**src/rtl/ctrl_pkg.sv**
```systemverilog
// ctrl_pkg: shared types and encodings for the multi-cycle RV32I sequencer.
//   state_t      FSM states
//   ALU_* / IMM_* / WB_* / CAUSE_*   datapath select and trap cause encodings
//   OP_*         RV32I major opcodes
//   ctrl_t       per-instruction control bundle produced by ctrl_decode
package ctrl_pkg;

   typedef enum logic [2:0] {
      ST_FETCH,
      ST_DECODE,
      ST_EXEC,
      ST_MEM,
      ST_WB,
      ST_TRAP
   } state_t;

   localparam logic [3:0] ALU_ADD   = 4'd0;
   localparam logic [3:0] ALU_SUB   = 4'd1;
   localparam logic [3:0] ALU_AND   = 4'd2;
   localparam logic [3:0] ALU_OR    = 4'd3;
   localparam logic [3:0] ALU_XOR   = 4'd4;
   localparam logic [3:0] ALU_SLL   = 4'd5;
   localparam logic [3:0] ALU_SRL   = 4'd6;
   localparam logic [3:0] ALU_SRA   = 4'd7;
   localparam logic [3:0] ALU_SLT   = 4'd8;
   localparam logic [3:0] ALU_SLTU  = 4'd9;
   localparam logic [3:0] ALU_PASSB = 4'd10;

   localparam logic [2:0] IMM_I   = 3'd0;
   localparam logic [2:0] IMM_ISH = 3'd1;
   localparam logic [2:0] IMM_S   = 3'd2;
   localparam logic [2:0] IMM_B   = 3'd3;
   localparam logic [2:0] IMM_U   = 3'd4;
   localparam logic [2:0] IMM_J   = 3'd5;

   localparam logic [1:0] WB_DMEM = 2'd0;
   localparam logic [1:0] WB_ALU  = 2'd1;
   localparam logic [1:0] WB_PC4  = 2'd3;

   localparam logic [1:0] CAUSE_NONE    = 2'd0;
   localparam logic [1:0] CAUSE_ILLEGAL = 2'd1;
   localparam logic [1:0] CAUSE_IMEM_TO = 2'd2;
   localparam logic [1:0] CAUSE_DMEM_TO = 2'd3;

   localparam logic [6:0] OP_LUI    = 7'b0110111;
   localparam logic [6:0] OP_AUIPC  = 7'b0010111;
   localparam logic [6:0] OP_JAL    = 7'b1101111;
   localparam logic [6:0] OP_JALR   = 7'b1100111;
   localparam logic [6:0] OP_BRANCH = 7'b1100011;
   localparam logic [6:0] OP_LOAD   = 7'b0000011;
   localparam logic [6:0] OP_STORE  = 7'b0100011;
   localparam logic [6:0] OP_IMM    = 7'b0010011;
   localparam logic [6:0] OP_REG    = 7'b0110011;

   typedef struct packed {
      logic [3:0] alu_sel;
      logic [2:0] imm_sel;
      logic [1:0] wb_sel;
      logic       alu_a_sel;
      logic       alu_b_sel;
      logic       branch_signed;
      logic       is_branch;
      logic       is_load;
      logic       is_store;
      logic       is_jump;
      logic [2:0] funct3;
   } ctrl_t;

endpackage

```
**src/rtl/ctrl_decode.sv**
```systemverilog
// ctrl_decode: combinational RV32I decoder.
//   instr   in  32  instruction word
//   ctrl    out     control bundle (ctrl_t)
//   illegal out  1  instruction not supported / malformed
module ctrl_decode
   import ctrl_pkg::*;
(
   input  logic [31:0] instr,
   output ctrl_t       ctrl,
   output logic        illegal
);

   logic [6:0] opcode;
   logic [6:0] funct7;
   logic [2:0] funct3;
   logic       f7_ok;
   logic       unused_bits;

   assign opcode      = instr[6:0];
   assign funct3      = instr[14:12];
   assign funct7      = instr[31:25];
   assign unused_bits = ^{instr[24:15], instr[11:7]};

   // funct7 = 0x20 is only meaningful as the sub / sra selector
   assign f7_ok = (funct7 == 7'h00) ||
                  ((funct7 == 7'h20) && ((funct3 == 3'd0) || (funct3 == 3'd5)));

   function automatic logic [3:0] alu_op(input logic [2:0] f3, input logic alt);
      logic [3:0] op;
      case (f3)
         3'd0:    op = alt ? ALU_SUB : ALU_ADD;
         3'd1:    op = ALU_SLL;
         3'd2:    op = ALU_SLT;
         3'd3:    op = ALU_SLTU;
         3'd4:    op = ALU_XOR;
         3'd5:    op = alt ? ALU_SRA : ALU_SRL;
         3'd6:    op = ALU_OR;
         default: op = ALU_AND;
      endcase
      return op;
   endfunction

   always_comb begin
      ctrl        = '0;
      ctrl.funct3 = funct3;
      ctrl.wb_sel = WB_ALU;
      illegal     = 1'b0;
      case (opcode)
         OP_REG: begin
            ctrl.alu_sel = alu_op(funct3, funct7[5]);
            illegal      = !f7_ok;
         end
         OP_IMM: begin
            ctrl.alu_b_sel = 1'b1;
            if ((funct3 == 3'd1) || (funct3 == 3'd5)) begin
               ctrl.imm_sel = IMM_ISH;
               ctrl.alu_sel = alu_op(funct3, funct7[5]);
               illegal      = !f7_ok;
            end else begin
               // upper immediate bits are data here, never a sub selector
               ctrl.alu_sel = alu_op(funct3, 1'b0);
            end
         end
         OP_LOAD: begin
            ctrl.alu_b_sel = 1'b1;
            ctrl.wb_sel    = WB_DMEM;
            ctrl.is_load   = 1'b1;
            illegal        = (funct3 == 3'd3) || (funct3 == 3'd6) || (funct3 == 3'd7);
         end
         OP_STORE: begin
            ctrl.alu_b_sel = 1'b1;
            ctrl.imm_sel   = IMM_S;
            ctrl.is_store  = 1'b1;
            illegal        = (funct3 > 3'd2);
         end
         OP_BRANCH: begin
            ctrl.alu_a_sel     = 1'b1;
            ctrl.alu_b_sel     = 1'b1;
            ctrl.imm_sel       = IMM_B;
            ctrl.is_branch     = 1'b1;
            ctrl.branch_signed = (funct3 == 3'd4) || (funct3 == 3'd5);
            illegal            = (funct3 == 3'd2) || (funct3 == 3'd3);
         end
         OP_JAL: begin
            ctrl.alu_a_sel = 1'b1;
            ctrl.alu_b_sel = 1'b1;
            ctrl.imm_sel   = IMM_J;
            ctrl.wb_sel    = WB_PC4;
            ctrl.is_jump   = 1'b1;
         end
         OP_JALR: begin
            ctrl.alu_b_sel = 1'b1;
            ctrl.imm_sel   = IMM_I;
            ctrl.wb_sel    = WB_PC4;
            ctrl.is_jump   = 1'b1;
            illegal        = (funct3 != 3'd0);
         end
         OP_AUIPC: begin
            ctrl.alu_a_sel = 1'b1;
            ctrl.alu_b_sel = 1'b1;
            ctrl.imm_sel   = IMM_U;
         end
         OP_LUI: begin
            ctrl.alu_b_sel = 1'b1;
            ctrl.imm_sel   = IMM_U;
            ctrl.alu_sel   = ALU_PASSB;
         end
         default: illegal = 1'b1;
      endcase
   end

endmodule

```
**src/rtl/multicycle_ctrl.sv**
```systemverilog
// multicycle_ctrl: FETCH/DECODE/EXEC/MEM/WB sequencer for the multi-cycle RV32I core.
//   clk, rst                   clock, async active-high reset
//   instr, br_eq, br_lt        IR contents and comparator results
//   imem_ready, dmem_ready     memory handshakes
//   imem_req, dmem_req/_we     memory requests (held until ready)
//   ir_we, pc_we, pc_sel, reg_wen   single-cycle datapath enables
//   imm_sel .. funct3          registered control bundle, stable EXEC..WB
//   trap, trap_cause           sticky fault and its cause
//
// state  | meaning
// FETCH  | imem request, IR load on ready
// DECODE | decode IR, latch control bundle or trap on illegal
// EXEC   | ALU op; branches resolve and update PC here
// MEM    | data access, stores finish here
// WB     | register write and PC update
// TRAP   | sticky fault, left only by reset
module multicycle_ctrl
   import ctrl_pkg::*;
#(
   parameter int unsigned MEM_TIMEOUT = 15,
   parameter int unsigned TO_W        = 4
) (
   input  logic        clk,
   input  logic        rst,
   input  logic [31:0] instr,
   input  logic        br_eq,
   input  logic        br_lt,
   input  logic        imem_ready,
   input  logic        dmem_ready,
   output logic        imem_req,
   output logic        dmem_req,
   output logic        dmem_we,
   output logic        ir_we,
   output logic        pc_we,
   output logic        pc_sel,
   output logic        reg_wen,
   output logic [2:0]  imm_sel,
   output logic        branch_signed,
   output logic        alu_a_sel,
   output logic        alu_b_sel,
   output logic [3:0]  alu_sel,
   output logic [1:0]  wb_sel,
   output logic [2:0]  funct3,
   output logic        trap,
   output logic [1:0]  trap_cause
);

   state_t          state_q, state_d;
   ctrl_t           ctrl_q, ctrl_d, dec_ctrl;
   logic            dec_illegal;
   logic [TO_W-1:0] to_cnt_q, to_cnt_d;
   logic [1:0]      cause_q, cause_d;
   logic            timed_out;
   logic            br_taken;

   ctrl_decode u_decode (
      .instr   (instr),
      .ctrl    (dec_ctrl),
      .illegal (dec_illegal)
   );

   // this cycle would be wait number MEM_TIMEOUT; ready still wins over it
   assign timed_out = (MEM_TIMEOUT != 0) && ((32'(to_cnt_q) + 32'd1) == MEM_TIMEOUT);

   // funct3[2] picks lt vs eq, funct3[0] inverts (bne/bge/bgeu)
   assign br_taken = (ctrl_q.funct3[2] ? br_lt : br_eq) ^ ctrl_q.funct3[0];

   assign imm_sel       = ctrl_q.imm_sel;
   assign branch_signed = ctrl_q.branch_signed;
   assign alu_a_sel     = ctrl_q.alu_a_sel;
   assign alu_b_sel     = ctrl_q.alu_b_sel;
   assign alu_sel       = ctrl_q.alu_sel;
   assign wb_sel        = ctrl_q.wb_sel;
   assign funct3        = ctrl_q.funct3;
   assign trap_cause    = cause_q;

   always_comb begin
      state_d  = state_q;
      ctrl_d   = ctrl_q;
      cause_d  = cause_q;
      to_cnt_d = '0;
      imem_req = 1'b0;
      dmem_req = 1'b0;
      dmem_we  = 1'b0;
      ir_we    = 1'b0;
      pc_we    = 1'b0;
      pc_sel   = 1'b0;
      reg_wen  = 1'b0;
      trap     = 1'b0;
      case (state_q)
         ST_FETCH: begin
            imem_req = 1'b1;
            if (imem_ready) begin
               ir_we   = 1'b1;
               state_d = ST_DECODE;
            end else if (timed_out) begin
               state_d = ST_TRAP;
               cause_d = CAUSE_IMEM_TO;
            end else begin
               to_cnt_d = to_cnt_q + 1'b1;
            end
         end
         ST_DECODE: begin
            if (dec_illegal) begin
               state_d = ST_TRAP;
               cause_d = CAUSE_ILLEGAL;
            end else begin
               ctrl_d  = dec_ctrl;
               state_d = ST_EXEC;
            end
         end
         ST_EXEC: begin
            if (ctrl_q.is_branch) begin
               pc_we   = 1'b1;
               pc_sel  = br_taken;
               state_d = ST_FETCH;
            end else if (ctrl_q.is_load || ctrl_q.is_store) begin
               state_d = ST_MEM;
            end else begin
               state_d = ST_WB;
            end
         end
         ST_MEM: begin
            dmem_req = 1'b1;
            dmem_we  = ctrl_q.is_store;
            if (dmem_ready) begin
               if (ctrl_q.is_store) begin
                  pc_we   = 1'b1;
                  state_d = ST_FETCH;
               end else begin
                  state_d = ST_WB;
               end
            end else if (timed_out) begin
               state_d = ST_TRAP;
               cause_d = CAUSE_DMEM_TO;
            end else begin
               to_cnt_d = to_cnt_q + 1'b1;
            end
         end
         ST_WB: begin
            reg_wen = 1'b1;
            pc_we   = 1'b1;
            pc_sel  = ctrl_q.is_jump;
            state_d = ST_FETCH;
         end
         ST_TRAP: trap = 1'b1;
         default: state_d = ST_FETCH;
      endcase
      // requests drop the moment reset asserts, not at the next edge
      if (rst) begin
         imem_req = 1'b0;
         dmem_req = 1'b0;
         dmem_we  = 1'b0;
         ir_we    = 1'b0;
         pc_we    = 1'b0;
         pc_sel   = 1'b0;
         reg_wen  = 1'b0;
         trap     = 1'b0;
      end
   end

   always_ff @(posedge clk or posedge rst) begin
      if (rst) begin
         state_q  <= ST_FETCH;
         ctrl_q   <= '0;
         to_cnt_q <= '0;
         cause_q  <= CAUSE_NONE;
      end else begin
         state_q  <= state_d;
         ctrl_q   <= ctrl_d;
         to_cnt_q <= to_cnt_d;
         cause_q  <= cause_d;
      end
   end

endmodule

```
**config.mk**
```make
export PLATFORM = sky130hd
export DESIGN_NAME = multicycle_ctrl
export DESIGN_NICKNAME = d
export VERILOG_FILES = /design/src/rtl/ctrl_pkg.sv /design/src/rtl/ctrl_decode.sv /design/src/rtl/multicycle_ctrl.sv
export SDC_FILE = /design/constraint.sdc
export NUM_CORES = 1
export LEC_CHECK = 0
export CELL_PAD_IN_SITES_DETAIL_PLACEMENT = 1
export CELL_PAD_IN_SITES_GLOBAL_PLACEMENT = 2
export CORE_ASPECT_RATIO = 2
export CORE_MARGIN = 1.5
export CORE_UTILIZATION = 27
export CTS_CLUSTER_DIAMETER = 80
export CTS_CLUSTER_SIZE = 24
export DETAILED_ROUTE_END_ITERATION = 16
export GPL_TIMING_DRIVEN = 0
export HOLD_SLACK_MARGIN = 0.1
export PLACE_DENSITY = 0.78
export SYNTH_ARGS = -nofsm -noshare
export SYNTH_HDL_FRONTEND = slang
export SYNTH_SLANG_ARGS = --single-unit
```
**constraint.sdc**
```tcl
create_clock -name clk -period 2.66 [get_ports clk]
set_clock_uncertainty 0.2 [all_clocks]
set_input_delay 0.532 -clock clk [delete_from_list [all_inputs] [get_ports clk]]
set_output_delay 0.532 -clock clk [all_outputs]
set_load 0.02 [all_outputs]
```
==> results.toml <==
[status]
status = "completed"

[clocking]
cts_tree = "yes"
clk_pin_slew_ps = 70
clock-root-buffer = "clkbuf_16"
htreeDepth = 1
cts-buffers-inserted = 3
clkLatencyLatePin_ps = 270
ctsHoldBuffers = 0
cts.path.max_buffers = 2
clock_sinks = 27

[yosys]
ys_warn_count = 0
synthTopCellsByArea = "dfrtp_1, mux2_4, buf_4"
synth_edf_count = 0
synth_commonest_cells = "dfrtp_1, nor2_1, mux2_4"
synth_top_family_by_area = "simple AND/OR/NAND/NOR gates"
synth_compound_area_share_pct = 16.0
synth_area_um2 = 1900
syn_nets = 237
yosysMostFrequentCell = "dfrtp_1"
synthArstFlopShare_pct = 100
synthDistinctLibCells = 50
syn_area_per_cell_um2 = 9.65
synthCells = 197
yosys.area_share.adder_pct = 1.32
yosys.area_share.simple_pct = 21.1
synth_xor_area_share_pct = 1.84
synth_area_leader_cell = "dfrtp_1"
ys_seq_elements = 27
synth-seq-area-share_pct = 35.5
synth.mux.area_fraction_pct = 14.3
synthDominantCellAreaShare_pct = 35.5
ys.flop_type = "dfrtp_1"

[job]
drv_cap = 0

[power_and_ir_drop]
netSwitchingPower_mw = 0.214
p_leak_nw = 1.16
combinationalPowerShare_pct = 14.5
vdd_drop_max_mv = 0.200
sw_frac_of_total_pct = 23.9
p_int_mw = 0.683
p_per_area_nw_per_um2 = 338
clockPowerShare_pct = 38.8
seq_power_share_pct = 46.7

[finish]
diodes = 0
multi_input_area_um2 = 1070
seqCellArea_um2 = 676
drive_above_1_share_pct = 25.2
syn2layout_area_growth_pct = 39.3
final_nets = 295
stdcell_area_um2 = 2650
nFillCells = 850

[worst_setup_path]
worstSetupPathType = "input pin to register"
worstPathMaxFanout = 10
r2r_slack_ps = 340
critPathRequiredTime_ps = 2610
start_kind = "input pin"
arrival_ps = 2550
endpoint_kind = "register"

[route]
first_pass_iters = 4
detail-route-antenna-nets = 0
drc = 0
vias = 1680
wl_per_cell_um = 15.9
wl_um = 5480
drtIter0Drc = 67
vias_per_cell = 4.88

[die]
die_area_um2 = 7590
rows = 43
start_util_pct = 27.6
die_h_um = 122
core-area_um2 = 6890
die_w_um = 62.3
ios = 63

[timing]
rsz0062_at_grt = "yes"
worstMarginPinSlew_ps = 655
hold_slack_ps = 308
drv_slew = 0
slew_headroom_pct = 56.1
finalCritPeriodShare_pct = 97.6
final_hold_viol_count = 0
final.min_clock_period_ps = 2600
clock.fmax_mhz = 385
worst_slack_ps = 64.7
setup_viol = 0

[placed_design]
placed_area_um2 = 2460
dp.final_hpwl_um = 4180
pre_cts_ws_ps = -967
place_congestion = 0.826
numPortBuffers = 45

[global_routing]
grt_antenna_before_repair = 0
grt_pass1_vias = 1769
track_usage_pct = 15.1
grt_pass1_wl_um = 8930
grt_overflow = 0
grt_max_degree = 15

[min_path]
hp-class = "register to register"
## area by class of cell
cell class	count	area share (%)
Buffer	19	6.09
Tap cell	90	4.25
Timing Repair Buffer	53	18.9
Clock buffer	4	2.97
Inverter	12	1.84
Timing Repair inverter	1	0.189
Sequential cell	27	25.5
Multi-Input combinational cell	138	40.2
## per-stage QoR
step           instances  total power [mW]  setup TNS (ps)  utilization (%)
2_1_floorplan        197             0.485               0                -
3_3_place_gp         332             0.550          -17150             35.8
3_5_place_dp         332             0.551          -16980             35.8
4_1_cts              341             0.907           -47.4             37.5
5_1_grt              344             0.933           -28.2             38.5
6_report             344             0.897               0             38.5
## kinds of logic (layout without fill, tap and decap cells)
| group | after synthesis | in the layout |
|---|---|---|
| AND/OR/NAND/NOR | 70 | 70 |
| XOR/XNOR | 4 | 4 |
| buffers and inverters | 32 | 89 |
| flip-flops | 27 | 27 |
| AO/OA/AOI/OAI | 43 | 43 |
| adder cells (fa/ha/maj) | 2 | 2 |
| multiplexers | 19 | 19 |
## path summary, 6_finish.rpt
path	startpoint	depth (start not counted)	end
max	instr[28]	7	ctrl_q[3]
min	alu_sel[2]	1	alu_sel[2]
max reg2reg	to_cnt_q[0]	6	trap_cause[0]
min reg2reg	alu_sel[2]	1	alu_sel[2]
max in group asynchronous	rst	2	alu_sel[1]
min in group asynchronous	rst	3	state_q[1]
## placed cells by master (no fill, tap or decap), drive strengths merged, types with 2 or more instances in the layout
| cell type | instances |
|---|---|
| dlygate4sd2 | 10 |
| nand2b | 7 |
| inv | 11 |
| dlymetal6s2s | 4 |
| o22a | 2 |
| o21ai | 6 |
| xnor2 | 2 |
| nor2b | 3 |
| and2 | 2 |
| or2 | 2 |
| ha | 2 |
| nand2 | 6 |
| o41ai | 4 |
| clkbuf | 8 |
| a211oi | 2 |
| buf | 25 |
| nor2 | 20 |
| nor4 | 3 |
| clkinvlp | 2 |
| clkdlybuf4s50 | 28 |
| a21oi | 12 |
| o31ai | 2 |
| nor3 | 9 |
| and3 | 2 |
| xor2 | 2 |
| a211o | 2 |
| o211ai | 3 |
| mux2i | 2 |
| nand3b | 3 |
| mux2 | 17 |
| dfrtp | 27 |
| or3 | 2 |
| nand3 | 4 |
## timing repair
action / in CTS / in global routing
resized for setup: 21 / 22
pin swaps: 4 / 3
setup endpoints to repair: 30 / 20
setup buffers: 5 / 3
cloned: 1 / 0
## per-layer routing
metal  part of all wire (%)  global-route usage (%)  up-vias
li1                       -                       -      817
met1                     38                    15.9      816
met2                     57                    29.0       39
met3                    1.8                    1.02        8
met4                    2.8                    8.75        0
met5                      0                       0        -
## power by group through the flow
stage | Sequential [mW] | Combinational [mW] | Clock (mW)
after global routing | 0.419 | 0.143 | 0.371
after CTS | 0.419 | 0.128 | 0.361
after detailed placement | 0.426 | 0.124 | 0
after global placement | 0.427 | 0.124 | 0
final | 0.419 | 0.130 | 0.348
after floorplan | 0.427 | 0.0582 | 0
## registers in the layout, summed over array words and instances, names as in the netlist
signal and flops:
trap_cause 2, alu_a_sel 1, alu_sel 4, imm_sel 3, funct3 3, ctrl_q 4, wb_sel 1, alu_b_sel 1
state_q 3, branch_signed 1, to_cnt_q 4
## critical path: stages
cell             delay, ps
clkdlybuf4s50_1        390
or4_1                  530
nor3_2                 110
a211o_1                210
and4bb_4               310
buf_12                 160
mux2_4                 300
Note: power is estimated with default switching activity, not from simulation.
